**config.mk**
```make
export PLATFORM = sky130hd
export DESIGN_NAME = mem_access
export DESIGN_NICKNAME = d
export VERILOG_FILES = /design/src/rtl/mem_access.sv
export SDC_FILE = /design/constraint.sdc
export NUM_CORES = 1
export LEC_CHECK = 0
export ABC_CLOCK_PERIOD_IN_PS = 5220
export CORE_AREA = 5 5 78 151
export DETAILED_ROUTE_END_ITERATION = 8
export DIE_AREA = 0 0 83 156
export DONT_BUFFER_PORTS = 1
export HOLD_SLACK_MARGIN = 0.03
export PLACE_DENSITY = 0.78
export SYNTH_ARGS = -nofsm -noshare
export SYNTH_HDL_FRONTEND = slang
export SYNTH_SLANG_ARGS = --single-unit
```
**constraint.sdc**
```tcl
create_clock -name clk_i -period 5.22 [get_ports clk_i]
set_clock_uncertainty 0.1 [all_clocks]
set_input_delay 1.044 -clock clk_i [delete_from_list [all_inputs] [get_ports clk_i]]
set_output_delay 1.044 -clock clk_i [all_outputs]
set_load 0.1 [all_outputs]
```
**src/rtl/mem_access.sv**
```systemverilog
// Memory-access stage: NOP/misaligned ops retire next edge; loads write back 1 cycle after ack.
// stallreq_o holds upstream from an aligned access until the ack (or timeout) cycle.
module mem_access #(
  parameter int unsigned TIMEOUT_CYCLES = 16,
  parameter int unsigned TO_WIDTH       = 5
) (
  input  logic        clk_i,
  input  logic        rst_i,
  input  logic        reg_we_i,
  input  logic [4:0]  reg_waddr_i,
  input  logic [31:0] reg_wdata_i,
  input  logic [31:0] mem_addr_i,
  input  logic [31:0] mem_data_i,
  input  logic        mem_we_i,
  input  logic [3:0]  mem_op_i,
  output logic        dbus_req_o,
  output logic        dbus_we_o,
  output logic [31:0] dbus_addr_o,
  output logic [3:0]  dbus_be_o,
  output logic [31:0] dbus_wdata_o,
  input  logic        dbus_ack_i,
  input  logic [31:0] dbus_rdata_i,
  output logic        wb_we_o,
  output logic [4:0]  wb_waddr_o,
  output logic [31:0] wb_wdata_o,
  output logic        stallreq_o,
  output logic        misalign_o,
  output logic        bus_err_o
);

  localparam logic [3:0] MEM_NOP = 4'd0, MEM_LB = 4'd1, MEM_LH = 4'd2, MEM_LW = 4'd3,
                         MEM_LBU = 4'd4, MEM_LHU = 4'd5, MEM_SB = 4'd6, MEM_SH = 4'd7,
                         MEM_SW = 4'd8;
  localparam bit TO_EN = (TIMEOUT_CYCLES != 0);
  localparam logic [TO_WIDTH-1:0] TO_LAST =
    TO_WIDTH'((TIMEOUT_CYCLES == 0) ? 0 : TIMEOUT_CYCLES - 1);

  typedef enum logic {S_IDLE, S_BUS} state_t;

  state_t              state_q, state_d;
  logic [TO_WIDTH-1:0] cnt_q, cnt_d;
  logic [31:0]         addr_q, addr_d, wdata_q, wdata_d;
  logic [3:0]          be_q, be_d, op_q, op_d;
  logic [4:0]          waddr_q, waddr_d;
  logic                reg_we_q, reg_we_d, we_q, we_d, is_load_q, is_load_d;
  logic                wb_we_q, wb_we_d, misalign_q, misalign_d, bus_err_q, bus_err_d;
  logic [4:0]          wb_waddr_q, wb_waddr_d;
  logic [31:0]         wb_wdata_q, wb_wdata_d;

  logic        is_load, is_store, is_byte, is_half, misaligned, timeout_hit;
  logic [1:0]  off;
  logic [3:0]  be_in;
  logic [31:0] wdata_in, load_data;
  logic [7:0]  lane_b;
  logic [15:0] lane_h;

  always_comb begin
    off        = mem_addr_i[1:0];
    is_load    = (mem_op_i == MEM_LB) || (mem_op_i == MEM_LH) || (mem_op_i == MEM_LW) ||
                 (mem_op_i == MEM_LBU) || (mem_op_i == MEM_LHU);
    is_store   = (mem_op_i == MEM_SB) || (mem_op_i == MEM_SH) || (mem_op_i == MEM_SW);
    is_byte    = (mem_op_i == MEM_LB) || (mem_op_i == MEM_LBU) || (mem_op_i == MEM_SB);
    is_half    = (mem_op_i == MEM_LH) || (mem_op_i == MEM_LHU) || (mem_op_i == MEM_SH);
    misaligned = is_half ? off[0] : (!is_byte && (off != 2'b00));
    if (is_byte) begin
      be_in    = 4'b0001 << off;
      wdata_in = {4{mem_data_i[7:0]}};
    end else if (is_half) begin
      be_in    = off[1] ? 4'b1100 : 4'b0011;
      wdata_in = {2{mem_data_i[15:0]}};
    end else begin
      be_in    = 4'b1111;
      wdata_in = mem_data_i;
    end
  end

  // Lane selection is driven by the latched offset so rdata aligns to the op in flight.
  always_comb begin
    case (addr_q[1:0])
      2'd0:    lane_b = dbus_rdata_i[7:0];
      2'd1:    lane_b = dbus_rdata_i[15:8];
      2'd2:    lane_b = dbus_rdata_i[23:16];
      default: lane_b = dbus_rdata_i[31:24];
    endcase
    lane_h = addr_q[1] ? dbus_rdata_i[31:16] : dbus_rdata_i[15:0];
    case (op_q)
      MEM_LB:  load_data = {{24{lane_b[7]}}, lane_b};
      MEM_LBU: load_data = {24'd0, lane_b};
      MEM_LH:  load_data = {{16{lane_h[15]}}, lane_h};
      MEM_LHU: load_data = {16'd0, lane_h};
      default: load_data = dbus_rdata_i;
    endcase
  end

  assign timeout_hit = TO_EN && (cnt_q == TO_LAST) && !dbus_ack_i;

  always_comb begin
    state_d    = state_q;
    cnt_d      = cnt_q;
    addr_d     = addr_q;
    wdata_d    = wdata_q;
    be_d       = be_q;
    op_d       = op_q;
    waddr_d    = waddr_q;
    reg_we_d   = reg_we_q;
    we_d       = we_q;
    is_load_d  = is_load_q;
    wb_we_d    = wb_we_q;
    wb_waddr_d = wb_waddr_q;
    wb_wdata_d = wb_wdata_q;
    misalign_d = 1'b0;
    bus_err_d  = 1'b0;
    stallreq_o = 1'b0;
    case (state_q)
      S_IDLE: begin
        if (!(is_load || is_store)) begin
          wb_we_d    = reg_we_i;
          wb_waddr_d = reg_waddr_i;
          wb_wdata_d = reg_wdata_i;
        end else if (misaligned) begin
          misalign_d = 1'b1;
          wb_we_d    = 1'b0;
        end else begin
          stallreq_o = 1'b1;
          state_d    = S_BUS;
          cnt_d      = '0;
          addr_d     = mem_addr_i;
          wdata_d    = wdata_in;
          be_d       = be_in;
          op_d       = mem_op_i;
          waddr_d    = reg_waddr_i;
          reg_we_d   = reg_we_i;
          we_d       = mem_we_i;
          is_load_d  = is_load;
          wb_we_d    = 1'b0;
        end
      end
      default: begin
        stallreq_o = !dbus_ack_i && !timeout_hit;
        wb_we_d    = 1'b0;
        if (dbus_ack_i) begin
          state_d = S_IDLE;
          if (is_load_q) begin
            wb_we_d    = reg_we_q;
            wb_waddr_d = waddr_q;
            wb_wdata_d = load_data;
          end
        end else if (timeout_hit) begin
          state_d   = S_IDLE;
          bus_err_d = 1'b1;
        end else begin
          cnt_d = cnt_q + TO_WIDTH'(1);
        end
      end
    endcase
  end

  always_ff @(posedge clk_i or posedge rst_i) begin
    if (rst_i) begin
      state_q    <= S_IDLE;
      cnt_q      <= '0;
      addr_q     <= '0;
      wdata_q    <= '0;
      be_q       <= '0;
      op_q       <= MEM_NOP;
      waddr_q    <= '0;
      reg_we_q   <= 1'b0;
      we_q       <= 1'b0;
      is_load_q  <= 1'b0;
      wb_we_q    <= 1'b0;
      wb_waddr_q <= '0;
      wb_wdata_q <= '0;
      misalign_q <= 1'b0;
      bus_err_q  <= 1'b0;
    end else begin
      state_q    <= state_d;
      cnt_q      <= cnt_d;
      addr_q     <= addr_d;
      wdata_q    <= wdata_d;
      be_q       <= be_d;
      op_q       <= op_d;
      waddr_q    <= waddr_d;
      reg_we_q   <= reg_we_d;
      we_q       <= we_d;
      is_load_q  <= is_load_d;
      wb_we_q    <= wb_we_d;
      wb_waddr_q <= wb_waddr_d;
      wb_wdata_q <= wb_wdata_d;
      misalign_q <= misalign_d;
      bus_err_q  <= bus_err_d;
    end
  end

  // Bus signals come straight from state/latched regs so reset drops req without an edge.
  assign dbus_req_o   = (state_q == S_BUS);
  assign dbus_we_o    = (state_q == S_BUS) && we_q;
  assign dbus_addr_o  = {addr_q[31:2], 2'b00};
  assign dbus_be_o    = be_q;
  assign dbus_wdata_o = wdata_q;
  assign wb_we_o      = wb_we_q;
  assign wb_waddr_o   = wb_waddr_q;
  assign wb_wdata_o   = wb_wdata_q;
  assign misalign_o   = misalign_q;
  assign bus_err_o    = bus_err_q;

endmodule

```
==> results_dict.tcl <==
set metrics [dict create \
    die_h_um 156 \
    cp_cell_sequence "o31a_1 > nor3_4 > o31ai_4 > nand2_1" \
    drtIter0Drc 232 \
    clk_latency_ps 400 \
    swShare 0.594 \
    clock_sinks 126 \
    p_sw_mw 3.25 \
    finalWorstSetupSlack_ps 1360 \
    die_x_um 83 \
    hold_viol 0 \
    vias 5100 \
    async_flop_share 1.00 \
    crit_type "input pin to output port" \
    cp-start-kind "input pin" \
    core_region_area_sq_um 10500 \
    cp.arrival_ps 2710 \
    routed_wl_um 18400 \
    timing.fmax_mhz 259 \
    crit_family "simple AND/OR/NAND/NOR gates" \
    crit_required_ps 4080 \
    cts-htree-levels 4 \
    grt_max_degree 90 \
    nFillCells 886 \
    status "finished, final reports clean" \
    p_total_mw 5.47 \
    wl_per_cell_um 22.5 \
    final_max_slew_viol_count 0 \
    p_leak_nw 3.12 \
    synth.top_cell.area_share 0.487 \
    viasPerCell 6.24 \
    cp-end-kind "output port" \
    vdd_drop_max_mv 0.460 \
    yosysTopAreaCell "dfrtp_1" \
    postSynthAreaPerCell_sq_um 8.99 \
    cp_max_fo 14 \
    grt_pass1_vias 5257 \
    slowest_stage "nand2_1" \
    period_needed_ps 3860 \
    path_clk_slew_ps 60 \
    multiInputGateArea_sq_um 2790 \
    grt_remaining_overflow 0 \
    tightest_slew_ps 1000 \
    die_area_sq_um 12900 \
    cts_buffer_depth 2 \
    p_comb_frac 0.138 \
    initial_core_util 0.618 \
    antenna_cells 0 \
    gp_congestion 0.907 \
    yosysSeqAreaShare 0.487 \
    num_rows 53 \
    crit_buf_inv 0 \
    numCtsBuffers 17 \
    synth_cell_type_count 58 \
    layout.nets 811 \
    syn_to_final_growth_pct 4.91 \
    setup_tns_ps 0 \
    p_clk_frac 0.214 \
    place_ws_ps 1340 \
    ys.flop_type "dfrtp_1" \
    cts_root_buffer "clkbuf_16" \
    track_usage 0.283 \
    drt_first_pass_iters 5 \
    rsz0062_at_grt "no" \
    antenna_left 0 \
    synthCells 720 \
    cts_setup_buffers 0 \
    hp-class "flip-flop to flip-flop" \
    max_cap_violations 0 \
    grt_pass1_wl_um 28700 \
    ys.warnings.count 0 \
    synth-seq-cells 126 \
    cts_hold_buf 0 \
    io_pins 253 \
    dpl.hpwl_um 13600 \
    cts_tree "built" \
    yosys-top-cells-count "nand2_1, dfrtp_1, o21ai_0, buf_4, nor2_1" \
    period_share 0.739 \
    seqCellArea_sq_um 3150 \
    slowest_delay_ps 730 \
    drcViolationCount 0 \
    setup_viol 0 \
    synth_area_sq_um 6470 \
    final_area_sq_um 6790 \
    seq_power_share 0.649 \
    synthTopCellsByArea "dfrtp_1, nand2_1, o21ai_0" \
    slew_headroom 0.333 \
    drive_above_1_share 0.0897 \
    synth.most_common_cell "nand2_1" \
    io_buffers 0 \
    power_density_nw_per_um2 806 \
    placed_area_sq_um 6200 \
    antenna_found_initial 0 \
    synth_edf_count 0 \
    ctsResizeCount 0 \
    internal-power_mw 2.22 \
]
## placed cells by master (no fill, tap or decap), types with 3 or more instances in the layout
cell type,n
mux4_2,8
buf_4,5
clkinv_2,3
clkinv_4,4
clkbuf_16,17
inv_1,11
nand2_1,226
o221ai_1,7
o22ai_1,8
nand2b_1,4
inv_6,3
o21ai_0,69
a22oi_1,7
nor2_1,32
o21ai_1,10
o31ai_1,8
nor2b_1,3
a21oi_2,3
a31oi_1,10
a21o_1,3
nand3_1,14
a311oi_1,9
a21oi_1,21
dfrtp_1,125
mux2i_1,23
## power by group through the flow
| stage | clock network (mW) | registers [mW] | logic (mW) |
|---|---|---|---|
| 2_1_floorplan | 0 | 2.94 | 1.28 |
| 3_3_place_gp | 0 | 3.56 | 0.713 |
| 3_5_place_dp | 0 | 3.57 | 0.760 |
| 4_1_cts | 1.18 | 3.55 | 0.759 |
| 5_1_grt | 1.23 | 3.59 | 0.853 |
| 6_report | 1.17 | 3.55 | 0.754 |
## logic make-up after synthesis
kind of cell / after synthesis / share of synthesized area
xor+xnor: 2 / 0.00271
simple gates: 298 / 0.194
mux: 31 / 0.0634
buf+inv: 91 / 0.0827
fa+ha+maj: 2 / 0.00387
compound gates: 169 / 0.165
other cells: 1 / 0.000579
flops: 126 / 0.487
## layout make-up
type                    count  area share
multi-input cells         504       0.411
clock buffers              17      0.0626
well taps                 137      0.0252
clock inverters            15      0.0240
repair buffers              5     0.00553
inverters                  13     0.00755
flip-flops and latches    126       0.465
## layer usage
metal  track usage  up-vias  part of all wire
met4         0.163        0             0.046
met1         0.275     2435              0.32
met5             0        -                 0
met3         0.112       55              0.10
met2         0.502      288              0.54
li1              -     2322                 -
## path summary, 6_finish.rpt
kind                            cells past startpoint         from  slack [ps]       endpoint
worst min register to register                      2   waddr_q[4]         380     waddr_q[4]
min in group asynchronous                           1        rst_i         590      addr_q[6]
max in group asynchronous                           2        rst_i        3190  wb_waddr_o[1]
worst min-delay path                                2   waddr_q[4]         380     waddr_q[4]
worst max register to register                      6   dbus_req_o        2180      addr_q[7]
worst max-delay path                                4  mem_op_i[1]        1360     stallreq_o
## sequential cells by signal, indices dropped and copies added, names as in the netlist
| register | count |
|---|---|
| dbus_req_o | 1 |
| wb_wdata_o | 32 |
| bus_err_o | 1 |
| wb_we_o | 1 |
| misalign_o | 1 |
| is_load_q | 1 |
| dbus_wdata_o | 32 |
| reg_we_q | 1 |
| addr_q | 32 |
| cnt_q | 5 |
| dbus_be_o | 4 |
| we_q | 1 |
| waddr_q | 5 |
| op_q | 4 |
| wb_waddr_o | 5 |
## metrics by stage
stage	instances	util	hold slack (ps)
after detailed placement	785	0.592	366
final	817	0.648	376
after global routing	817	0.648	399
after global placement	785	0.592	351
after floorplan	721	-	338
after CTS	817	0.648	380
## worst min-delay path, cell delays in order, from the launching register on
cell and delay (ps):
dfrtp_1 340, nand2_1 50, nand2_1 60
(Power assumes the default switching activity.)
